## src/rtl/spi_ram_pkg.sv

```systemverilog
// Shared command codes and FSM state encoding for the SPI-to-RAM command sequencer.
package spi_ram_pkg;

    localparam logic [1:0] CMD_WR_ADDR = 2'b00;
    localparam logic [1:0] CMD_WR_DATA = 2'b01;
    localparam logic [1:0] CMD_RD_ADDR = 2'b10;
    localparam logic [1:0] CMD_RD_DATA = 2'b11;

    typedef enum logic [2:0] {
        ST_IDLE    = 3'd0,
        ST_WRITE   = 3'd1,
        ST_READ    = 3'd2,
        ST_RD_WAIT = 3'd3,
        ST_SEND    = 3'd4
    } state_t;

endpackage

```

## src/rtl/spi_ram_ctrl.sv

```systemverilog
// Decodes 10-bit SPI frames into address-latch, write and read operations on a
// single-port RAM and returns read data to the SPI serializer. All outputs registered.
module spi_ram_ctrl #(
    parameter int ADDR_W   = 8,
    parameter int RD_LAT   = 1,
    parameter int AUTO_INC = 0
) (
    input  logic              clk,
    input  logic              rst,
    input  logic [9:0]        rx_data,
    input  logic              rx_valid,
    output logic [7:0]        tx_data,
    output logic              tx_valid,
    output logic              ram_en,
    output logic              ram_we,
    output logic [ADDR_W-1:0] ram_addr,
    output logic [7:0]        ram_wdata,
    input  logic [7:0]        ram_rdata,
    output logic              busy,
    output logic              cmd_err
);
    import spi_ram_pkg::*;

    localparam logic [1:0]        LAT_M1 = 2'(RD_LAT - 1);
    localparam logic [ADDR_W-1:0] ONE    = ADDR_W'(1);

    state_t            state_reg,     state_next;
    logic [ADDR_W-1:0] wr_addr_reg,   wr_addr_next;
    logic [ADDR_W-1:0] rd_addr_reg,   rd_addr_next;
    logic              rd_armed_reg,  rd_armed_next;
    logic [1:0]        cnt_reg,       cnt_next;
    logic [7:0]        tx_data_reg,   tx_data_next;
    logic              tx_valid_reg,  tx_valid_next;
    logic              ram_en_reg,    ram_en_next;
    logic              ram_we_reg,    ram_we_next;
    logic [ADDR_W-1:0] ram_addr_reg,  ram_addr_next;
    logic [7:0]        ram_wdata_reg, ram_wdata_next;
    logic              busy_reg,      busy_next;
    logic              cmd_err_reg,   cmd_err_next;

    // RAM strobes are computed on the transition into WRITE/READ so the
    // registered outputs line up with the cycle the FSM sits in that state.
    always_comb begin
        state_next     = state_reg;
        wr_addr_next   = wr_addr_reg;
        rd_addr_next   = rd_addr_reg;
        rd_armed_next  = rd_armed_reg;
        cnt_next       = cnt_reg;
        tx_data_next   = tx_data_reg;
        tx_valid_next  = 1'b0;
        ram_en_next    = 1'b0;
        ram_we_next    = 1'b0;
        ram_addr_next  = ram_addr_reg;
        ram_wdata_next = 8'h00;
        cmd_err_next   = 1'b0;

        case (state_reg)
            ST_IDLE: begin
                if (rx_valid) begin
                    case (rx_data[9:8])
                        CMD_WR_ADDR: wr_addr_next = rx_data[ADDR_W-1:0];
                        CMD_WR_DATA: begin
                            state_next     = ST_WRITE;
                            ram_en_next    = 1'b1;
                            ram_we_next    = 1'b1;
                            ram_addr_next  = wr_addr_reg;
                            ram_wdata_next = rx_data[7:0];
                        end
                        CMD_RD_ADDR: begin
                            rd_addr_next  = rx_data[ADDR_W-1:0];
                            rd_armed_next = 1'b1;
                        end
                        CMD_RD_DATA: begin
                            if (rd_armed_reg) begin
                                state_next    = ST_READ;
                                ram_en_next   = 1'b1;
                                ram_addr_next = rd_addr_reg;
                            end else begin
                                cmd_err_next = 1'b1;
                            end
                        end
                        default: ;
                    endcase
                end
            end
            ST_WRITE: begin
                if (AUTO_INC != 0) wr_addr_next = wr_addr_reg + ONE;
                state_next = ST_IDLE;
            end
            ST_READ: begin
                if (AUTO_INC != 0) rd_addr_next = rd_addr_reg + ONE;
                else               rd_armed_next = 1'b0;
                cnt_next   = LAT_M1;
                state_next = ST_RD_WAIT;
            end
            ST_RD_WAIT: begin
                if (cnt_reg == 2'd0) begin
                    tx_data_next  = ram_rdata;
                    tx_valid_next = 1'b1;
                    state_next    = ST_SEND;
                end else begin
                    cnt_next = cnt_reg - 2'd1;
                end
            end
            ST_SEND: state_next = ST_IDLE;
            default: state_next = ST_IDLE;
        endcase

        // Frames arriving mid-operation are dropped without touching the in-flight op.
        if (rx_valid && (state_reg != ST_IDLE)) cmd_err_next = 1'b1;

        busy_next = (state_next != ST_IDLE);
    end

    always_ff @(posedge clk or posedge rst) begin
        if (rst) begin
            state_reg     <= ST_IDLE;
            wr_addr_reg   <= '0;
            rd_addr_reg   <= '0;
            rd_armed_reg  <= 1'b0;
            cnt_reg       <= 2'd0;
            tx_data_reg   <= 8'h00;
            tx_valid_reg  <= 1'b0;
            ram_en_reg    <= 1'b0;
            ram_we_reg    <= 1'b0;
            ram_addr_reg  <= '0;
            ram_wdata_reg <= 8'h00;
            busy_reg      <= 1'b0;
            cmd_err_reg   <= 1'b0;
        end else begin
            state_reg     <= state_next;
            wr_addr_reg   <= wr_addr_next;
            rd_addr_reg   <= rd_addr_next;
            rd_armed_reg  <= rd_armed_next;
            cnt_reg       <= cnt_next;
            tx_data_reg   <= tx_data_next;
            tx_valid_reg  <= tx_valid_next;
            ram_en_reg    <= ram_en_next;
            ram_we_reg    <= ram_we_next;
            ram_addr_reg  <= ram_addr_next;
            ram_wdata_reg <= ram_wdata_next;
            busy_reg      <= busy_next;
            cmd_err_reg   <= cmd_err_next;
        end
    end

    assign tx_data   = tx_data_reg;
    assign tx_valid  = tx_valid_reg;
    assign ram_en    = ram_en_reg;
    assign ram_we    = ram_we_reg;
    assign ram_addr  = ram_addr_reg;
    assign ram_wdata = ram_wdata_reg;
    assign busy      = busy_reg;
    assign cmd_err   = cmd_err_reg;

endmodule

```

## config.mk

```make
export PLATFORM = sky130hd
export DESIGN_NAME = spi_ram_ctrl
export DESIGN_NICKNAME = d
export VERILOG_FILES = /design/src/rtl/spi_ram_pkg.sv /design/src/rtl/spi_ram_ctrl.sv
export SDC_FILE = /design/constraint.sdc
export NUM_CORES = 1
export LEC_CHECK = 0
export ABC_AREA = 1
export BUFFER_PORTS_ARGS = -buffer_cell sky130_fd_sc_hd__buf_2
export CORE_UTILIZATION = 45
export CTS_BUF_LIST = sky130_fd_sc_hd__clkbuf_2
export DETAILED_ROUTE_END_ITERATION = 6
export PLACE_DENSITY = 0.68
export SYNTH_ARGS = -nofsm -noshare
export SYNTH_HDL_FRONTEND = slang
export SYNTH_SLANG_ARGS = --single-unit
export TNS_END_PERCENT = 30
```

## constraint.sdc

```tcl
create_clock -name clk -period 2.96 [get_ports clk]
set_input_delay 0.444 -clock clk [delete_from_list [all_inputs] [get_ports clk]]
set_output_delay 0.444 -clock clk [all_outputs]
set_load 0.05 [all_outputs]
```

# [Word-level counts from Yosys, hierarchy flattened]
# Cells that the tools add are included.
[word_totals] wordCells=67 in_bits=21 ff_bits=51
[classes] eq_ne=9 n_addsub=1 mux=29 reduce_logical=15
[op_table] cell="$mux 8" n=4
[op_table] cell="$pmux 8 s2" n=1
[op_table] cell="$mux 1" n=15
[op_table] cell="$mux 3" n=3
[op_table] cell="$pmux 3 s3" n=1
[op_table] cell="$reduce_and 3->1" n=3
[op_table] cell="$eq 3x2->1 const B" n=2
[op_table] cell="$ne 2x2->1 const B" n=3
[op_table] cell="$pmux 3 s2" n=1
[op_table] cell="$reduce_bool 2->1" n=3
[op_table] cell="$reduce_bool 3->1" n=2
[op_table] cell="$eq 2x2->1 const B" n=2
[op_table] cell="$logic_not 2->1" n=2
[op_table] cell="$pmux 1 s2" n=2
[op_table] cell="$pmux 2 s2" n=1
[op_table] cell="$reduce_and 2->1" n=2
[op_table] cell="$reduce_and 4->1" n=1
[op_table] cell="$logic_not 3->1" n=1
[op_table] cell="$eq 2x1->1 const B" n=1
[op_table] cell="$mux 2" n=1
[op_table] cell="$ne 2x1->1 const B" n=1
[op_table] cell="$sub 2x1->2 const B" n=1
[op_table] cell="$logic_and 1x1->1" n=1

# [Logic depth before layout (Yosys ltp)]
[depth] word_depth=5 ltp_mapped=7

# [Worst setup path before layout]
# Ideal clock, no wire load.
[synth_timing] path_kind="input port to flip-flop" start="input rx_data[8]" end="register wr_addr_reg[0]" stages=5 arrival_time_ns=1.096 required_ns=2.843 setup_time_ns=0.117 setup_slack_ns=1.747 path_buffers=1 path_cell_list="buf_4 > nor2_1 > nand4_1 > nand2_1 > nand2_1"
[synth_via] elab_chain_len=2
[synth_rtl] item="start: declaration" line_no="spi_ram_ctrl.sv:10" rtl="input logic [9:0] rx_data,"
[synth_rtl] item="$logic_not 2->1" line_no="spi_ram_ctrl.sv:60" rtl="case (rx_data[9:8])"
[synth_rtl] item="$reduce_and 3->1 (no line)"
[synth_rtl] item="end signal: assignment" line_no="spi_ram_ctrl.sv:132" rtl="wr_addr_reg <= wr_addr_next;"
[synth_rtl] item="end: declaration" line_no="spi_ram_ctrl.sv:28" rtl="logic [ADDR_W-1:0] wr_addr_reg, wr_addr_next;"
# No other way between the ends.
# A chain may end at the register's enable or synchronous reset.

# [Worst setup path after layout]
[layout_timing] start="register tx_data_reg[7], in the netlist tx_data[7]" end="output tx_data[7]"
[layout_rtl] item="start: declaration" line_no="spi_ram_ctrl.sv:32" rtl="logic [7:0] tx_data_reg, tx_data_next;"
[layout_rtl] item="start signal: assignment" line_no="spi_ram_ctrl.sv:136" rtl="tx_data_reg <= tx_data_next;"
[layout_rtl] item="end: declaration" line_no="spi_ram_ctrl.sv:12" rtl="output logic [7:0] tx_data,"
# No word-level cell between the ends.

==> reports/metrics.csv <==
metric;value;unit
fin_crit_sh;0.521;
hold_path_class;in -> reg;
cp_cell_sequence;buf_2;
yosysTopAreaCell;dfrtp_1;
die_h;70.8;um
tritoncts;yes;
hold_start;ram_rdata[4];
finalSetupViolations;0;
ys_warn_count;0;
dr.pass1.iters;6;
startpoint;tx_data[7];
vias_per_cell;4.69;
vias;1640;
track_usage;0.186;
cp_max_fo;2;
cpMaxStageDelayCell;dfrtp_1;
antenna_found_initial;0;
postPlaceCellArea;2410;um^2
violations;DRC;
grt_pass1_wl;7180;um
fin_util;0.553;
cp_num_buf_inv;1;
dieArea;5010;um^2
fmax;0.648;GHz
synth.avg_cell_area;8.73;um^2
fin_cells;350;
overflow;0;
synth-seq-cells;51;
multi_input_area;711;um^2
routabilityCongestion;0.767;
root_buffer;clkbuf_2;
powerDensity;966;nW/um^2
place_ws;1550;ps
synthCells;244;
clock_latency;420;ps
outcome;finished with violations;
synth_edf_count;0;
start_util;0.479;
dpl.hpwl;2960;um
place_inst;341;
drt-initial-drc-count;77;
fin_ws;1420;ps
regArea;1280;um^2
setup_tns;0;ps
drt-wirelength-per-cell;11.5;um
vdd_ir_drop_max;639;uV
htreeDepth;2;
final_cell_area;2460;um^2
hold_viol_final;0;
period_needed;1540;ps
die_x;70.8;um
yosysTopAreaCellShare;0.599;
cts.sinks;51;
fill_cells;424;
ant_nets;0;
clk_pin_slew;240;ps
post_cts_resized;0;
max_slew.worst_pin.slew;537;ps
area_delta_synth_final;15.4;%
synth_common_cells;109 x nand2_1, 51 x dfrtp_1, 25 x inv_1, 12 x nor2_1, 12 x o21ai_0;
grt_pass1_vias;1552;
yosys-top-cells-area;dfrtp_1 60%, nand2_1 19%, inv_1 4.4%;
rows;24;
netlist_area;2130;um^2
ys_seq_area_frac;0.599;
core;4440;um^2
slew_headroom;0.642;
antenna_cells;0;
critical-path-top-delay-family;flip-flops;
drive_above_1_share;0.238;
r2r-start;cnt_reg[0];
cap_violations;0;
grt_max_degree;27;
required;2520;ps
rsz0062_at_grt;false;
crit_arrival;1100;ps
async_flop_share;1.00;
synthFlopType;dfrtp_1;
cp-end-kind;primary output;
ctsLongestPathBuffers;2;
yosysMostFrequentCell;nand2_1;
port_buffers;49;
wirelength;4030;um
critPathMaxStageDelay;410;ps
ios;50;
layout.nets;319;
post_cts.repair.setup_buffers;0;
crit_path_start_kind;register;
cts-buffers-inserted;5;
slew_viol_final;0;
crit_type;reg -> out;
drc_errors;6;
synth_nets;266;
holdBufCountCts;0;
skew;15.1;ps
p_leak;1.44;nW
yosysUniqueCellTypes;20;
final cells by class:
| type | count | share of cell area |
|---|---|---|
| tap | 52 | 0.0265 |
| clock buffer | 6 | 0.0122 |
| clock inverter | 2 | 0.00509 |
| sequential | 51 | 0.519 |
| multi-input combinational | 161 | 0.289 |
| timing repair buffer | 51 | 0.107 |
| inverter | 27 | 0.0412 |
metal layers:
layer  global-route usage  routed length, um  vias up
met3               0.0470                168        5
met4               0.0600                 60        0
li1                     -                  -      844
met1                0.271               2000      748
met5                    0                  0        -
met2                0.275               1800       43
worst paths after layout:
check / to / slack [ps] / depth (start not counted)
setup / recovery: tx_data[7] / 1420 / 1
hold / removal: tx_data[4] / 190 / 3
setup reg to reg: tx_data[3] / 1570 / 6
hold reg to reg: ram_addr[1] / 500 / 2
max in group asynchronous: ram_addr[1] / 1650 / 4
min in group asynchronous: tx_data[0] / 570 / 3
power breakdown:
group	leakage (nW)	total, mW	switching, mW	internal [mW]
sequential	0.656	1.07	0.131	0.939
combinational	0.758	1.03	0.776	0.257
clock	0.0306	0.273	0.212	0.0611
total	1.44	2.38	1.12	1.26
layout by cell type, fill, tap and decap left out, types with 2 or more instances in the layout:
master / synthesis / routed
nand3_2: 2 / 2
buf_2: 1 / 49
nand2_2: 2 / 2
nor2_4: 4 / 4
nor2_1: 12 / 12
o21ai_0: 12 / 12
inv_2: 1 / 2
clkbuf_2: 0 / 6
dfrtp_1: 51 / 51
nor2_2: 4 / 4
clkinv_1: 1 / 2
inv_1: 25 / 24
nand3_1: 11 / 11
nand2_1: 109 / 109
cell families after synthesis:
logic type                 after synthesis  synth area share
AOI/OAI and AO/OA                       14            0.0341
adders and majority gates                1           0.00587
buffers and inverters                   32            0.0675
DFF                                     51             0.599
and+or+nand+nor                        146             0.294
through the flow:
stage	total power [mW]	hold slack, ps
2_1_floorplan	1.88	442
3_3_place_gp	2.10	449
3_5_place_dp	2.12	455
4_1_cts	2.39	7.54
5_1_grt	2.55	139
6_report	2.38	189
No activity file was read; power rests on OpenSTA's default activity.
